<file path="config.mk">
export PLATFORM = sky130hd
export DESIGN_NAME = hazard_ctrl_unit
export DESIGN_NICKNAME = d
export VERILOG_FILES = /design/src/rtl/hazard_ctrl_unit.sv
export SDC_FILE = /design/constraint.sdc
export NUM_CORES = 1
export LEC_CHECK = 0
export BUFFER_PORTS_ARGS = -buffer_cell sky130_fd_sc_hd__buf_4
export CORE_UTILIZATION = 45
export DETAILED_ROUTE_END_ITERATION = 10
export PLACE_DENSITY = 0.85
export SYNTH_ARGS = -nofsm -noshare
export SYNTH_HDL_FRONTEND = slang
export SYNTH_SLANG_ARGS = --single-unit
export TNS_END_PERCENT = 20
</file>
<file path="constraint.sdc">
create_clock -name CLK -period 1.95 [get_ports CLK]
set_input_delay 0.0975 -clock CLK [delete_from_list [all_inputs] [get_ports CLK]]
set_output_delay 0.0975 -clock CLK [all_outputs]
set_load 0.01 [all_outputs]
</file>
<file path="src/rtl/hazard_ctrl_unit.sv">
// rtl/hazard_ctrl_unit.sv - pipeline hazard/forwarding control with dcache-wait FSM and sticky halt
// Optional stall/flush counters are enabled by defining HAZARD_STATS_EN.
module hazard_ctrl_unit #(
    parameter int WAIT_LIMIT = 1023,
    parameter int CNT_W      = 10
) (
    input  logic       CLK,
    input  logic       RST,
    input  logic       ihit,
    input  logic       dhit,
    input  logic [4:0] fd_rs,
    input  logic [4:0] fd_rt,
    input  logic [4:0] de_rs,
    input  logic [4:0] de_rt,
    input  logic [4:0] de_wsel,
    input  logic       de_regwr,
    input  logic       de_dren,
    input  logic [4:0] em_wsel,
    input  logic       em_regwr,
    input  logic       em_dren,
    input  logic       em_dwen,
    input  logic [4:0] mw_wsel,
    input  logic       mw_regwr,
    input  logic       mw_halt,
    input  logic       ex_redirect,
    output logic       pc_en,
    output logic       fd_en,
    output logic       de_en,
    output logic       em_en,
    output logic       mw_en,
    output logic       fd_flush,
    output logic       de_flush,
    output logic [1:0] fwd_a,
    output logic [1:0] fwd_b,
    output logic       halted,
`ifdef HAZARD_STATS_EN
    output logic [31:0] stall_cycles,
    output logic [31:0] flush_count,
`endif
    output logic       mem_timeout
);

    typedef enum logic [1:0] {
        ST_RUN,
        ST_DWAIT,
        ST_HALTED
    } state_t;

    localparam logic [CNT_W-1:0] WAIT_LIMIT_C = CNT_W'(WAIT_LIMIT);

    state_t           fsm_q, fsm_d;
    logic [CNT_W-1:0] wait_cnt_q, wait_cnt_d;
    logic             halted_q, halted_d;
    logic             mem_timeout_q, mem_timeout_d;

    logic       mem_busy;
    logic       load_use;
    logic       redirect_applied;
    logic [1:0] fwd_a_sel;
    logic [1:0] fwd_b_sel;

    assign mem_busy = (em_dren | em_dwen) & ~dhit;
    assign load_use = de_dren & de_regwr & (de_wsel != 5'd0) &
                      ((de_wsel == fd_rs) | (de_wsel == fd_rt));

    // A load in EM has no ALU result to forward, so it falls through to MW.
    always_comb begin
        fwd_a_sel = 2'b00;
        fwd_b_sel = 2'b00;
        if (em_regwr && !em_dren && em_wsel != 5'd0 && em_wsel == de_rs)
            fwd_a_sel = 2'b01;
        else if (mw_regwr && mw_wsel != 5'd0 && mw_wsel == de_rs)
            fwd_a_sel = 2'b10;
        if (em_regwr && !em_dren && em_wsel != 5'd0 && em_wsel == de_rt)
            fwd_b_sel = 2'b01;
        else if (mw_regwr && mw_wsel != 5'd0 && mw_wsel == de_rt)
            fwd_b_sel = 2'b10;
    end

    always_comb begin
        pc_en            = 1'b0;
        fd_en            = 1'b0;
        de_en            = 1'b0;
        em_en            = 1'b0;
        mw_en            = 1'b0;
        fd_flush         = 1'b0;
        de_flush         = 1'b0;
        fwd_a            = 2'b00;
        fwd_b            = 2'b00;
        redirect_applied = 1'b0;
        if (!RST && fsm_q != ST_HALTED) begin
            fwd_a = fwd_a_sel;
            fwd_b = fwd_b_sel;
            if (mem_busy) begin
                pc_en = 1'b0;
            end else if (ex_redirect) begin
                {pc_en, fd_en, de_en, em_en, mw_en} = 5'b11111;
                fd_flush         = 1'b1;
                de_flush         = 1'b1;
                redirect_applied = 1'b1;
            end else if (load_use || !ihit) begin
                {de_en, em_en, mw_en} = 3'b111;
                de_flush = 1'b1;
            end else begin
                {pc_en, fd_en, de_en, em_en, mw_en} = 5'b11111;
            end
        end
    end

    always_comb begin
        fsm_d         = fsm_q;
        wait_cnt_d    = wait_cnt_q;
        halted_d      = halted_q;
        mem_timeout_d = mem_timeout_q | (wait_cnt_q == WAIT_LIMIT_C);
        case (fsm_q)
            ST_RUN: begin
                if (mem_busy) begin
                    fsm_d      = ST_DWAIT;
                    wait_cnt_d = CNT_W'(1);
                end
            end
            ST_DWAIT: begin
                if (dhit) begin
                    fsm_d      = ST_RUN;
                    wait_cnt_d = '0;
                end else if (wait_cnt_q != '1) begin
                    wait_cnt_d = wait_cnt_q + CNT_W'(1);
                end
            end
            default: begin
                fsm_d = ST_HALTED;
            end
        endcase
        // The halting instruction must actually retire, so gate on mw_en.
        if (fsm_q != ST_HALTED && mw_halt && mw_en) begin
            fsm_d      = ST_HALTED;
            halted_d   = 1'b1;
            wait_cnt_d = '0;
        end
    end

    always_ff @(posedge CLK) begin
        if (RST) begin
            fsm_q         <= ST_RUN;
            wait_cnt_q    <= '0;
            halted_q      <= 1'b0;
            mem_timeout_q <= 1'b0;
        end else begin
            fsm_q         <= fsm_d;
            wait_cnt_q    <= wait_cnt_d;
            halted_q      <= halted_d;
            mem_timeout_q <= mem_timeout_d;
        end
    end

    assign halted      = halted_q;
    assign mem_timeout = mem_timeout_q;

`ifdef HAZARD_STATS_EN
    logic [31:0] stall_cycles_q, stall_cycles_d;
    logic [31:0] flush_count_q, flush_count_d;

    always_comb begin
        stall_cycles_d = stall_cycles_q;
        flush_count_d  = flush_count_q;
        if (fsm_q != ST_HALTED && !pc_en)
            stall_cycles_d = stall_cycles_q + 32'd1;
        if (redirect_applied)
            flush_count_d = flush_count_q + 32'd1;
    end

    always_ff @(posedge CLK) begin
        if (RST) begin
            stall_cycles_q <= '0;
            flush_count_q  <= '0;
        end else begin
            stall_cycles_q <= stall_cycles_d;
            flush_count_q  <= flush_count_d;
        end
    end

    assign stall_cycles = stall_cycles_q;
    assign flush_count  = flush_count_q;
`endif

endmodule

</file>
-- Word-level counts from Yosys, hierarchy flattened
Index checks and enable logic that the tools add are counted.
- register bits: 14
- logic and storage cells: 79
- reduce and logical (&&, ||, !) cells: 23
- $add $sub $neg: 1
- multiplexer cells: 27
- eq/ne operators: 15
- bitwise gates (word level): 8
- operators with widths (operator ; count):
    5-bit equality test ; 6
    10-bit 2-to-1 mux ; 3
    10-bit case mux with 2 select lines ; 1
    2-bit 2-to-1 mux ; 9
    5-bit nonzero test ; 3
    1-bit 2-to-1 mux ; 13
    10-bit by 1-bit adder with 10-bit output (second input constant) ; 1
    10-bit equality test (second input constant) ; 1
    1-bit logical AND ; 10
    10-bit inequality test (second input constant) ; 1
    3-bit inequality test (second input constant) ; 3
    2-bit inequality test (second input constant) ; 3
    1-bit bitwise AND ; 4
    2-bit case mux with 2 select lines ; 1
    2-bit AND reduction ; 2
    1-bit logical NOT ; 3
    1-bit bitwise OR ; 3
    3-bit AND reduction ; 1
    2-bit by 1-bit equality test with 1-bit output (second input constant) ; 1
    2-bit logical NOT ; 1
    2-bit nonzero test ; 1
    2-bit OR reduction ; 1
    1-bit logical OR ; 1
    1-bit inverter ; 1

-- Longest topological paths before layout
Gate-level depths: netlist of the first run.
- depth in word-level cells: 8
- depth in mapped cells: 6
- gate-level depth less buffers: 6

-- Least setup slack after synthesis of the first run
No wires, ideal clock.
- kind: register -> output
- start: register fsm_q[0]
- end: output port pc_en
- data required time: 1.852 ns
- data arrival time: 1.592 ns
- cell stages (with the launch flop): 6
- setup slack: 0.260 ns
- cells stage by stage: dfxtp_1 inv_2 a21o_1 nor2_1 a21boi_0 buf_4
- word-level cells in the longest chain between the ends: 3
- ends and longest elaborated chain (what ; line ; RTL):
    start: declaration ; 51 ; state_t fsm_q, fsm_d;
    start signal: assignment ; 149 ; fsm_q <= fsm_d;
    2-bit inequality test ; 91 ; if (!RST && fsm_q != ST_HALTED) begin
    1-bit logical AND ; 91 ;
    1-bit 2-to-1 mux ; - ;
    end: declaration ; 26 ; output logic pc_en,
No other way between the ends.

-- Worst setup path after layout of the first run
- start: register wait_cnt_q[1]
- end: register wait_cnt_q[7]
- word-level cells in the longest chain between the ends: 4
- ends and longest elaborated chain (what ; line ; RTL):
    start: declaration ; 52 ; logic [CNT_W-1:0] wait_cnt_q, wait_cnt_d;
    start signal: assignment ; 150 ; wait_cnt_q <= wait_cnt_d;
    10-bit by 1-bit adder with 10-bit output ; 127 ; wait_cnt_d = wait_cnt_q + CNT_W'(1);
    10-bit 2-to-1 mux ; 126 ; end else if (wait_cnt_q != '1) begin
    10-bit 2-to-1 mux ; 123 ; if (dhit) begin
    10-bit case mux with 2 select lines ; 115 ; case (fsm_q)
Parallel ways exist; a longest one is shown, timed or not. The select of a mux whose other input is x is not followed.
A chain may end at the register's enable or synchronous reset.

==> results.yml, run 1 <==
sta:
  slew_violations: 0
  setup_violations: 0
  fin_ws_ps: 162
  tns_ps: 0
  holdWs_ps: 9.79
  skew_ps: 10.4
  min_period_over_period_pct: 91.7
  relSlewSlack_pct: 72.5
  hold_violations: 0
  fmax_mhz: 559
  finalCriticalPeriod_ps: 1790
  rsz0062_at_grt: "no"
  tightest_slew_ps: 412
power:
  power.switching_uw: 214
  seqPwrFrac_pct: 42.0
  clockPowerShare_pct: 22.7
  finalPower_uw: 715
  vdd_drop_max_v: 0.000351
  power.density_mw_per_mm2: 433
  power_frac_comb_pct: 35.4
  swShare_pct: 29.9
  power.internal_uw: 501
  leakage_nw: 0.682
setup_path:
  crit_path_cell_trace: "ha_2, and4_4, and2_4, a41oi_4, a41oi_1, nor3_1"
  crit_family: "simple AND/OR/NAND/NOR gates"
  r2r_setup_slack_ps: 160
  start_kind: "flop"
  slowest_stage: "dfxtp_1"
  reg2reg_depth: 6
  timing.rr.end: "wait_cnt_q[7]"
  arrival_ps: 1940
  crit_path_max_incr_delay_ps: 430
  crit_type: "flop to flop"
  worst-path-max-fanout: 8
  timing.critical_path.buf_inv: 0
  end_kind: "flop"
  crit_required_ps: 2100
  r2r-start: "wait_cnt_q[1]"
synth:
  synth-edff-count: 0
  synth_seq_area_share_pct: 24.1
  async_flop_share_pct: 0
  synthCells: 145
  syn_avg_cell_area_um2: 8.02
  ys_seq_elements: 14
  synth-main-ff-cell: "dfxtp_1"
  synth.distinct_cells: 40
  synth_nets: 193
  ys_warn_count: 0
  syn_area_mm2: 0.00116
clock_network:
  cts-root-buf: "clkbuf_4"
  numCtsBuffers: 3
  cts_tree: "done"
  clk_latency_ps: 280
  clk_path_buf_depth: 2
  clock-sinks: 14
  ctsHtreeMaxLevel: 1
  post_cts_buffers: 0
  clk_pin_slew_worst_paths_ps: 80
die:
  die-area_mm2: 0.00279
  core-area_mm2: 0.00245
  ios: 60
  die_w_um: 52.8
  dieHeight_um: 52.8
  num_rows: 18
  start_util_pct: 47.3
routing:
  drc: 2
  vias_per_cell: 5.72
  first_iter_violations: 29
  wl_met3_um: 136
  routedWlPerCell_um: 13.8
  drtPass1Iterations: 7
  m1WireLength_um: 1300
  drt_wl_total_um: 3220
  top_layer: "met4"
  ant_nets: 0
  wl_met2_um: 1740
  vias: 1332
place:
  routabilityCongestion: 0.879
  dp_cells: 229
  dp_hpwl_um: 2630
  dp_slack_ps: 202
  io_buffers: 59
  dpl_cell_area_mm2: 0.00162
worst_hold_path:
  hold_end: "fsm_q[0]"
  hold_depth: 2
  hold_path.class: "input pin to flop"
  min_from: "dhit"
final_layout:
  area_growth_pct: 42.1
  diodes: 0
  finalNonFillerCells: 233
  final_cell_area_mm2: 0.00165
  drive_gt1_share_pct: 36.0
  fin_nets: 253
  fin_util_pct: 67.3
  fill_cells: 209
global_route:
  track_usage_pct: 25.5
  grt_pass1_vias: 1283
  grt_pass1_wl_um: 5260
  overflow: 0
  grt_max_degree: 13
  antenna_found_initial: 0
job:
  maxCapViolCount: 0
run_status:
  status: "finished with violations"
  violations: "DRC"
-- worst reg2reg max path, stage by stage (launching register included) --
cell and delay, ps:
dfxtp_1 430, ha_2 270, and4_4 260, and2_4 180, a41oi_4 190, a41oi_1 280
nor3_1 60
-- power by group through the flow --
stage | combinational (mW) | sequential (mW) | clock, mW
3_3_place_gp | 0.242 | 0.306 | 0
2_1_floorplan | 0.120 | 0.305 | 0
3_5_place_dp | 0.250 | 0.306 | 0
6_report | 0.253 | 0.300 | 0.162
4_1_cts | 0.252 | 0.300 | 0.163
5_1_grt | 0.274 | 0.301 | 0.182
-- kinds of logic after synthesis --
kind of cell / after synthesis / share of synthesized area [%]
and+or+nand+nor: 53 / 24.0
adders and majority gates: 1 / 1.08
DFF: 14 / 24.1
AOI/OAI and AO/OA: 37 / 23.7
xor gates and xnor gates: 30 / 22.6
buffers and inverters: 10 / 4.52
-- cells in the mapped netlist (all sizes together) (2+ instances only) --
| cell type | instances | area share [%] |
|---|---|---|
| a211oi | 2 | 1.3 |
| a21o | 2 | 1.3 |
| a21oi | 7 | 3.0 |
| a311oi | 3 | 2.3 |
| a31oi | 4 | 2.2 |
| a41oi | 4 | 4.6 |
| and2 | 3 | 1.8 |
| buf | 5 | 2.8 |
| clkbuf | 2 | 0.75 |
| dfxtp | 14 | 24 |
| inv | 3 | 0.97 |
| nand2 | 4 | 1.3 |
| nand3 | 9 | 3.9 |
| nor2 | 13 | 4.2 |
| nor3 | 13 | 6.0 |
| nor4 | 3 | 1.6 |
| o211ai | 2 | 1.3 |
| o21ai | 6 | 2.6 |
| or4 | 3 | 1.9 |
| xnor2 | 10 | 7.5 |
| xor2 | 20 | 15 |
-- worst max path at each step --
stage / cells past startpoint / end / slack, ps / start
4_1_cts: 6 / wait_cnt_q[7] / 180 / wait_cnt_q[0]
3_5_place_dp: 6 / wait_cnt_q[7] / 200 / wait_cnt_q[0]
3_3_place_gp: 6 / wait_cnt_q[7] / 270 / wait_cnt_q[0]
6_report: 6 / wait_cnt_q[7] / 160 / wait_cnt_q[1]
2_1_floorplan: 5 / pc_en / 260 / fsm_q[0]
5_1_grt: 6 / wait_cnt_q[7] / 30 / wait_cnt_q[1]
-- layer usage --
metal	global-route usage, %	up-vias
li1	-	652
met1	24.6	619
met2	53.2	56
met3	4.06	5
met4	7.46	0
met5	0	-
-- sequential cells by signal, indices dropped and copies added (netlist names) --
signal,flops
fsm_q,2
wait_cnt_q,10
mem_timeout,1
halted,1
-- what timing repair did --
item | CTS | global route
hold buffers | 1 | 0
resized for setup | 0 | 1
endpoints found under the hold margin | 1 | 0
setup endpoints to repair | 0 | 1
-- area by class of cell --
| cell class | instances | area, µm² | area share, % |
|---|---|---|---|
| clock buffer | 3 | 22.5 | 1.36 |
| multi-input combinational | 121 | 832 | 50.4 |
| tap | 30 | 37.5 | 2.27 |
| timing repair buffer | 62 | 468 | 28.3 |
| inverter | 3 | 11.3 | 0.682 |
| sequential | 14 | 280 | 17.0 |
-- layout by cell type (no fill, tap or decap), drive strengths merged, types with 4 or more instances in the layout --
cell type | netlist | routed
xor2 | 20 | 20
nor3 | 13 | 13
a31oi | 4 | 4
nand3 | 9 | 9
a21oi | 7 | 7
buf | 5 | 61
o21ai | 6 | 6
a41oi | 4 | 4
nor2 | 13 | 13
xnor2 | 10 | 10
dfxtp | 14 | 14
nand2 | 4 | 4
No activity file was read; power rests on OpenSTA's default activity.
==> inputs of run 2 (changes only) <==
- ABC_AREA: unset -> 1
- CORE_UTILIZATION: 45 -> 47
==> run 2 against run 1 <==
The flow now finishes without violations. Global-route usage decreased by 3.1 points. Area after synthesis increased by 16%. First-iteration DRC count rose by 110%. Sequential share of layout area shrank 1.8 points. Power increased by 6.8%. Largest power group unchanged.
==> results.yml, run 2 <==
global_route:
  antenna_found_initial: 0
  overflow: 0
  track_usage_pct: 22.4
  grt_pass1_vias: 1366
  grt_max_degree: 11
  grt_pass1_wl_um: 5620
sta:
  tightest_slew_ps: 286
  holdWs_ps: 137
  tns_ps: 0
  rsz0062_at_grt: "no"
  relSlewSlack_pct: 80.9
  min_period_over_period_pct: 85.5
  setup_violations: 0
  finalCriticalPeriod_ps: 1670
  skew_ps: 2.12
  slew_violations: 0
  fmax_mhz: 600
  hold_violations: 0
setup_path:
  worst-path-max-fanout: 7
  arrival_ps: 1570
  crit_type: "input pin to primary output"
  start_kind: "input pin"
  crit_required_ps: 1850
  end_kind: "primary output"
synth:
  async_flop_share_pct: 0
  ys_warn_count: 0
  synth_seq_area_share_pct: 20.7
  ys_seq_elements: 14
  synthCells: 224
  syn_avg_cell_area_um2: 6.03
  syn_area_mm2: 0.00135
  synth-main-ff-cell: "dfxtp_1"
  synth.distinct_cells: 30
  post-synth-top-area-fraction_pct: 20.7
  yosys-top-cells-count: "nand2_1, nor2_1, inv_1"
  synth.most_common_cell: "nand2_1"
  synth_nets: 272
  synth-edff-count: 0
  yosysTopAreaCell: "dfxtp_1"
  synth.area.top_cells: "dfxtp_1, nand2_1, xnor2_1"
die:
  ios: 60
  start_util_pct: 49.4
  die-area_mm2: 0.00309
  die_w_um: 55.6
  num_rows: 19
  core-area_mm2: 0.00273
  dieHeight_um: 55.6
place:
  routabilityCongestion: 0.888
  dp_cells: 311
  io_buffers: 59
  dp_hpwl_um: 2790
power:
  swShare_pct: 32.5
  vdd_drop_max_v: 0.000406
  leakage_nw: 0.937
  clockPowerShare_pct: 21.4
  power.switching_uw: 248
  power_frac_comb_pct: 38.9
  seqPwrFrac_pct: 39.7
  power.internal_uw: 516
  power.density_mw_per_mm2: 414
final_layout:
  final_cell_mix: "nand2_1, buf_4, nor2_1"
  final_common_cell: "nand2_1"
  fill_cells: 268
  multi_input_area_um2: 912
  seqCellArea_um2: 280
  top_regs: "wait_cnt_q: 10 flops, fsm_q: 2 flops"
  diodes: 0
  area_growth_pct: 36.4
  finalNonFillerCells: 315
  largest_reg_flops: 10
  fin_nets: 334
  drive_gt1_share_pct: 29.9
  regMostFlops: "wait_cnt_q"
job:
  maxCapViolCount: 0
clock_network:
  clk_path_buf_depth: 2
  clk_latency_ps: 280
  cts-root-buf: "clkbuf_4"
  post_cts_buffers: 0
  clock-sinks: 14
  ctsHtreeMaxLevel: 1
  numCtsBuffers: 3
  cts_tree: "done"
  clk_pin_slew_worst_paths_ps: 80
routing:
  ant_nets: 0
  vias_per_cell: 4.91
  drc: 0
  routedWlPerCell_um: 10.5
  drt_wl_total_um: 3320
  drtPass1Iterations: 4
  first_iter_violations: 62
  vias: 1547
run_status:
  status: "completed"
worst_hold_path:
  hold_path.class: "input pin to flop"
## run 2: logic make-up (layout without fill, tap and decap cells)
group	after synthesis	count (layout)	share of synthesized area (%)
buf+inv	38	98	11.8
fa+ha+maj	1	1	0.926
simple gates	129	129	44.1
xor+xnor	22	22	14.3
flops	14	14	20.7
compound gates	20	20	8.24
## run 2: layout make-up
type | instances | share of cell area, %
multi-input cells | 172 | 49.5
well taps | 31 | 2.10
clock buffers | 3 | 1.22
flip-flops and latches | 14 | 15.2
inverters | 35 | 7.40
repair buffers | 60 | 24.6
## run 2: path summary, 6_finish.rpt
check / start / end / slack, ps / depth (start not counted)
max: RST / fd_en / 280 / 8
min: mw_halt / halted / 140 / 3
max reg2reg: wait_cnt_q[0] / wait_cnt_q[7] / 450 / 11
min reg2reg: halted / halted / 450 / 2
## run 2: repair_timing
action,4_1_cts,5_1_grt
hold buffers,1,0
endpoints found under the hold margin,2,0
resized for setup,0,0
## run 2: critical path, stage by stage
cell	delay, ps
dlygate4sd3_1	530
buf_4	140
inv_2	70
o21ai_2	90
nor2_2	250
nand2_1	140
nand2_1	110
buf_4	120
## run 2: per-stage QoR
stage	worst slack [ps]	instance area, µm²	utilization (%)	power, mW
after floorplan	630	1350	-	0.470
after global placement	558	1810	66.2	0.597
after detailed placement	477	1810	66.2	0.604
after CTS	289	1840	67.4	0.771
after global routing	216	1840	67.4	0.815
final	283	1840	67.4	0.764
## run 2: power by group through the flow
| stage | clock network (mW) | registers [mW] | logic, mW |
|---|---|---|---|
| after floorplan | 0 | 0.309 | 0.161 |
| after global placement | 0 | 0.309 | 0.288 |
| after detailed placement | 0 | 0.310 | 0.294 |
| after CTS | 0.171 | 0.303 | 0.297 |
| after global routing | 0.179 | 0.304 | 0.331 |
| final | 0.163 | 0.303 | 0.297 |
## run 2: layer usage
layer	GRT usage, %	share of wire [%]
met5	0	0
met4	6.07	0.87
met3	5.12	6.1
met2	40.8	51
met1	26.0	42
